[config.mk]
export PLATFORM = sky130hd
export DESIGN_NAME = pixel_frame_sequencer
export DESIGN_NICKNAME = d
export VERILOG_FILES = /design/src/rtl/pixel_seq_pkg.sv /design/src/rtl/row_decoder.sv /design/src/rtl/pixel_frame_sequencer.sv
export SDC_FILE = /design/constraint.sdc
export NUM_CORES = 1
export LEC_CHECK = 0
export BUFFER_PORTS_ARGS = -buffer_cell sky130_fd_sc_hd__buf_2
export CAP_MARGIN = 10
export CORE_ASPECT_RATIO = 0.6
export CORE_UTILIZATION = 50
export CTS_CLUSTER_SIZE = 16
export DETAILED_ROUTE_END_ITERATION = 6
export PLACE_DENSITY = 0.83
export SETUP_SLACK_MARGIN = 0.02
export SYNTH_ARGS = -nofsm -noshare
export SYNTH_HDL_FRONTEND = slang
export SYNTH_SLANG_ARGS = --single-unit
[constraint.sdc]
create_clock -name clk -period 7.3 [get_ports clk]
set_input_delay 1.46 -clock clk [delete_from_list [all_inputs] [get_ports clk]]
set_output_delay 1.46 -clock clk [all_outputs]
set_load 0.01 [all_outputs]
[src/rtl/pixel_seq_pkg.sv]
// Shared types and constants for the pixel frame sequencer.
package pixel_seq_pkg;

  // Frame sequencing states, in the order a frame walks through them.
  typedef enum logic [2:0] {
    IDLE,
    ERASE,
    EXPOSE,
    SETTLE,
    CONVERT,
    NEXT,
    FRAME_END
  } state_t;

  // Shortest exposure the sequencer will run; a programmed 0 is raised to this.
  localparam int unsigned MIN_EXPOSURE = 1;

endpackage : pixel_seq_pkg

[src/rtl/row_decoder.sv]
// Binary row address to one-hot row enable, gated by an enable.
module row_decoder #(
  parameter int unsigned ROWS  = 4,
  parameter int unsigned ROW_W = $clog2(ROWS)
) (
  input  logic             en,
  input  logic [ROW_W-1:0] addr,
  output logic [ROWS-1:0]  onehot
);

  // One bit per row; all zero when disabled or the address is out of range.
  always_comb begin
    onehot = '0;
    for (int unsigned i = 0; i < ROWS; i++) begin
      onehot[i] = en && (addr == ROW_W'(i));
    end
  end

endmodule : row_decoder

[src/rtl/pixel_frame_sequencer.sv]
// Frame sequencer: global erase, timed exposure, then row-by-row readout
// through the row decoder and the column ADC start/done handshake.
module pixel_frame_sequencer
  import pixel_seq_pkg::*;
#(
  parameter int unsigned ROWS          = 4,
  parameter int unsigned ROW_W         = $clog2(ROWS),
  parameter int unsigned EXP_W         = 16,
  parameter int unsigned SETTLE_CYCLES = 2,
  parameter int unsigned FCNT_W        = 8
) (
  input  logic              clk,
  input  logic              reset,
  input  logic              start,
  input  logic              continuous,
  input  logic              abort,
  input  logic [EXP_W-1:0]  exposure_cycles,
  input  logic              adc_done,
  output logic              erase,
  output logic              expose,
  output logic              bias_en,
  output logic [ROWS-1:0]   row_select,
  output logic [ROW_W-1:0]  row_addr,
  output logic              adc_start,
  output logic              busy,
  output logic              frame_done,
  output logic [FCNT_W-1:0] frame_count
);

  localparam int unsigned SET_W = (SETTLE_CYCLES > 1) ? $clog2(SETTLE_CYCLES) : 1;

  localparam logic [EXP_W-1:0]  EXP_ONE  = EXP_W'(1);
  localparam logic [EXP_W-1:0]  EXP_MIN  = EXP_W'(MIN_EXPOSURE);
  localparam logic [SET_W-1:0]  SET_ONE  = SET_W'(1);
  localparam logic [SET_W-1:0]  SET_LAST = SET_W'(SETTLE_CYCLES - 1);
  localparam logic [ROW_W-1:0]  ROW_ONE  = ROW_W'(1);
  localparam logic [ROW_W-1:0]  ROW_LAST = ROW_W'(ROWS - 1);
  localparam logic [FCNT_W-1:0] FC_ONE   = FCNT_W'(1);

  state_t              state_q, state_d;
  logic [ROW_W-1:0]    row_addr_q, row_addr_d;
  logic [EXP_W-1:0]    exp_len_q, exp_len_d;
  logic [EXP_W-1:0]    exp_cnt_q, exp_cnt_d;
  logic [SET_W-1:0]    set_cnt_q, set_cnt_d;
  logic [FCNT_W-1:0]   fcnt_q, fcnt_d;

  logic                erase_q, expose_q, adc_start_q, busy_q, frame_done_q;
  logic [ROWS-1:0]     row_sel_q, row_sel_d;
  logic                row_en_d;

  // Next-state, row address, counters and frame count.
  always_comb begin
    state_d    = state_q;
    row_addr_d = row_addr_q;
    exp_len_d  = exp_len_q;
    exp_cnt_d  = '0;
    set_cnt_d  = '0;
    fcnt_d     = fcnt_q;

    unique case (state_q)
      IDLE: begin
        if (start) begin
          exp_len_d  = (exposure_cycles < EXP_MIN) ? EXP_MIN : exposure_cycles;
          row_addr_d = '0;
          state_d    = ERASE;
        end
      end
      ERASE: state_d = EXPOSE;
      EXPOSE: begin
        // Compare against exp_len-1 so the counter never has to hold exp_len.
        if (exp_cnt_q == (exp_len_q - EXP_ONE)) state_d = SETTLE;
        else                                    exp_cnt_d = exp_cnt_q + EXP_ONE;
      end
      SETTLE: begin
        if (set_cnt_q == SET_LAST) state_d = CONVERT;
        else                       set_cnt_d = set_cnt_q + SET_ONE;
      end
      CONVERT: begin
        if (adc_done) state_d = NEXT;
      end
      NEXT: begin
        if (row_addr_q == ROW_LAST) begin
          state_d = FRAME_END;
        end else begin
          row_addr_d = row_addr_q + ROW_ONE;
          state_d    = SETTLE;
        end
      end
      FRAME_END: begin
        // The count commits on leaving FRAME_END so an abort here drops it.
        fcnt_d = fcnt_q + FC_ONE;
        if (continuous) begin
          row_addr_d = '0;
          state_d    = ERASE;
        end else begin
          state_d = IDLE;
        end
      end
      default: state_d = IDLE;
    endcase

    if (abort) begin
      state_d    = IDLE;
      row_addr_d = '0;
      exp_cnt_d  = '0;
      set_cnt_d  = '0;
      fcnt_d     = fcnt_q;
    end
  end

  // Outputs are registered from the next state, so they switch on the entering edge.
  assign row_en_d = (state_d == SETTLE) || (state_d == CONVERT);

  row_decoder #(
    .ROWS  (ROWS),
    .ROW_W (ROW_W)
  ) u_row_decoder (
    .en     (row_en_d),
    .addr   (row_addr_d),
    .onehot (row_sel_d)
  );

  // State, row address, exposure latch and counters.
  always_ff @(posedge clk or posedge reset) begin
    if (reset) begin
      state_q    <= IDLE;
      row_addr_q <= '0;
      exp_len_q  <= '0;
      exp_cnt_q  <= '0;
      set_cnt_q  <= '0;
      fcnt_q     <= '0;
    end else begin
      state_q    <= state_d;
      row_addr_q <= row_addr_d;
      exp_len_q  <= exp_len_d;
      exp_cnt_q  <= exp_cnt_d;
      set_cnt_q  <= set_cnt_d;
      fcnt_q     <= fcnt_d;
    end
  end

  // Registered output decode of the state being entered.
  always_ff @(posedge clk or posedge reset) begin
    if (reset) begin
      erase_q      <= 1'b0;
      expose_q     <= 1'b0;
      adc_start_q  <= 1'b0;
      busy_q       <= 1'b0;
      frame_done_q <= 1'b0;
      row_sel_q    <= '0;
    end else begin
      erase_q      <= (state_d == ERASE);
      expose_q     <= (state_d == EXPOSE);
      adc_start_q  <= (state_d == CONVERT);
      busy_q       <= (state_d != IDLE);
      frame_done_q <= (state_d == FRAME_END);
      row_sel_q    <= row_sel_d;
    end
  end

  assign erase       = erase_q;
  assign expose      = expose_q;
  assign bias_en     = expose_q;
  assign row_select  = row_sel_q;
  assign row_addr    = row_addr_q;
  assign adc_start   = adc_start_q;
  assign busy        = busy_q;
  assign frame_done  = frame_done_q;
  assign frame_count = fcnt_q;

endmodule : pixel_frame_sequencer

==> impl_metrics.yaml <==
cts:
  cts_tree: "yes"
  postCtsResizedCells: 0
  clock_sinks: 55
  cts_buffer_depth: 2
  htreeDepth: 2
  cts-hold-fix-buffers: 0
  cts-root-buf: "clkbuf_8"
  clk_latency_ps: 320
  numCtsBuffers: 5
  clkTransAtPathRegs_ps: 90
  post-cts-setup-buffers: 0
grt:
  overflow: 0
  grt_max_degree: 56
  grt_pass1_vias: 2359
  grt_pass1_wl_mm: 12.1
  antenna_found_initial: 0
  track_usage_pct: 23.8
timing:
  fmax_ghz: 0.280
  setup_violations: 0
  relSlewSlack_pct: 44.2
  tns_ps: 0
  skew_ps: 11.8
  hold_violations: 0
  min_period_ps: 3570
  finalCritPeriodShare_pct: 48.9
  timing.hold.ws_ps: 469
  rsz0062_at_grt: "no"
  slew_violations: 0
  tightest_slew_ps: 830
logic_synthesis:
  synth_edf_count: 0
  syn_area_per_cell_um2: 9.46
  synth_top_area_share_pct: 44.1
  synth_area_leaders: "dfrtp_1 44%, mux2_2 5.4%, xor2_1 5.3%, xnor2_1 5.1%, nor2_1 4.9%"
  yosysWarnings: 0
  ys_async_sr_fraction_pct: 100
  syn-num-nets: 355
  ys.flop_type: "dfrtp_1"
  synth_cell_types: 56
  syn_area_mm2: 0.00312
  yosys.area.top_type: "dfrtp_1"
  yosys_register_bits: 55
  seq_area_frac_synth_pct: 44.1
  netlist_instances: 330
pwr:
  p_sw_share_pct: 31.2
  p_int_mw: 0.461
  ir_drop_uv: 110
  switchingPower_mw: 0.209
  power_frac_clock_pct: 26.0
  pwr-share-seq_pct: 52.8
  pwr-share-comb_pct: 21.1
  powerDensity_mw_per_mm2: 192
  p_leak_nw: 1.51
die:
  coreArea_mm2: 0.00578
  die_x_um: 104
  die_h_um: 63.2
  initial_utilization_pct: 54.0
  boundaryPins: 42
  dieArea_mm2: 0.00657
  num_rows: 21
setup_path:
  r2r_slack_ps: 3730
  max_stage_delay_ps: 620
  path_max_fanout: 16
  cp-end-kind: "register"
  crit_family: "simple AND/OR/NAND/NOR gates"
  worstReg2RegStart: "exp_len_q[0]"
  arrival_ps: 3750
  reg2reg_to: "exp_cnt_q[7]"
  slowest_stage: "or4b_1"
  cp.required_ps: 7480
  reg2regPathDepth: 9
  worst-path-buf-inv: 1
  crit_path_cell_trace: "inv_1 -> ha_1 -> or4b_1 -> nor3_1 -> mux2_2 -> a311o_1 -> nor4_1 -> a211o_1 -> nor2_1"
  worstSetupPathType: "reg -> reg"
  worstSetupStartpointType: "register"
route:
  drc: 0
  ant_nets: 0
  via_count: 2628
  dr.pass1.iters: 5
  routed_wl_mm: 7.13
  wl_per_cell_um: 16.0
  drtIter0Drc: 246
  drt-vias-per-instance: 5.89
final_layout:
  syn_to_final_growth_pct: 11.5
  stdcell_area_mm2: 0.00348
  fill_cells: 504
  fin_util_pct: 60.2
  diodes: 0
  nets: 391
  drive_gt1_share_pct: 20.2
min_path:
  min_path_cells: 1
  min_from: "set_cnt_q"
  holdPathEnd: "set_cnt_q"
  hp-class: "reg -> reg"
place:
  place_congestion: 0.926
  dp_hpwl_mm: 5.40
  place_area_mm2: 0.00338
  io_buffers: 41
outcome:
  outcome: "finished, final reports clean"
flow_run:
  drv_cap: 0
placed cells by master (no fill, tap or decap), types with 6 or more instances in the layout:
master,Yosys,routed
clkbuf_8,0,6
nor2_1,41,41
xor2_1,19,19
inv_1,8,7
xnor2_1,18,18
a21oi_1,7,7
nand4_1,6,6
mux2_2,15,15
nor3_1,8,8
buf_2,2,41
o21ai_0,10,10
or4_1,7,7
nand2b_1,8,8
nor4_1,11,11
nand2_1,24,24
nand3_1,17,17
dfrtp_1,55,55
metrics by stage:
step           worst slack, ps  power (mW)  std cells
2_1_floorplan             4190       0.455        330
3_3_place_gp              3810       0.489        438
3_5_place_dp              3750       0.497        438
4_1_cts                   3780       0.670        445
5_1_grt                   3560       0.703        446
6_report                  3730       0.669        446
sequential cells by signal, summed over array words and instances, names as in the netlist:
register     flops
exp_cnt_q       16
erase            1
row_addr         2
state_q          3
frame_done       1
bias_en          1
row_select       4
set_cnt_q        1
exp_len_q       16
busy             1
frame_count      8
adc_start        1
worst register-to-register path: stages (launching register included):
cell and delay [ps]:
dfrtp_1 440, inv_1 80, ha_1 350, or4b_1 620, nor3_1 250, mux2_2 380, a311o_1 320, nor4_1 340
a211o_1 520, nor2_1 120
power groups by stage:
stage / Combinational [mW] / Sequential (mW) / Clock [mW]
finish: 0.141 / 0.354 / 0.174
detailed placement: 0.138 / 0.359 / 0
floorplan: 0.104 / 0.351 / 0
CTS: 0.139 / 0.353 / 0.177
global route: 0.155 / 0.357 / 0.191
global placement: 0.132 / 0.357 / 0
worst max path at each step:
stage | startpoint | end | depth (start not counted)
finish | exp_len_q[0] | exp_cnt_q[7] | 9
global route | exp_len_q[0] | exp_cnt_q[9] | 9
CTS | exp_len_q[0] | exp_cnt_q[7] | 9
detailed placement | start | row_select[1] | 8
global placement | start | row_select[1] | 8
floorplan | exp_len_q[0] | exp_cnt_q[10] | 11
area by class of cell:
class,instances,area [um2],area share [%]
multi-input combinational,252,1660,47.6
sequential,55,1380,39.6
timing repair buffer,44,228,6.54
tap,80,100,2.88
clock buffer,6,82.6,2.37
inverter,8,30.0,0.863
clock inverter,1,5.00,0.144
layer usage:
metal  global-route usage (%)  wire length (um)  vias up
li1                         -                 -     1246
met1                     36.6              3600     1258
met2                     32.6              2880      113
met3                     5.59               555       11
met4                     7.50                92        0
met5                        0                 0        -
kinds of logic (layout without fill, tap and decap cells):
group                    count (synthesis)  in the layout  share of synthesized area, %
AO/OA/AOI/OAI                           45             45                          9.94
XOR/XNOR                                37             37                          10.4
adder cells (fa/ha/maj)                  3              3                          1.20
buffers and inverters                   23             59                          2.97
flip-flops                              55             55                          44.1
multiplexers                            16             16                          5.73
AND/OR/NAND/NOR                        151            151                          25.7
cells in the mapped netlist, drive strengths merged (2+ instances only):
library cell  number
nand4              6
and2               3
or4b               2
or3                3
a311o              2
nand3             17
nand3b             3
mux2              15
ha                 3
a22oi              2
o211ai             3
nor2              42
inv                8
nor2b              4
or2                3
xnor2             18
and3               5
a311oi             2
nand2             24
o22ai              5
nor3               8
xor2              19
nor4              11
clkbuf            10
o21ai             10
buf                5
a21oi              7
or4                8
nand2b             8
dfrtp             55
(Power assumes the default switching activity.)
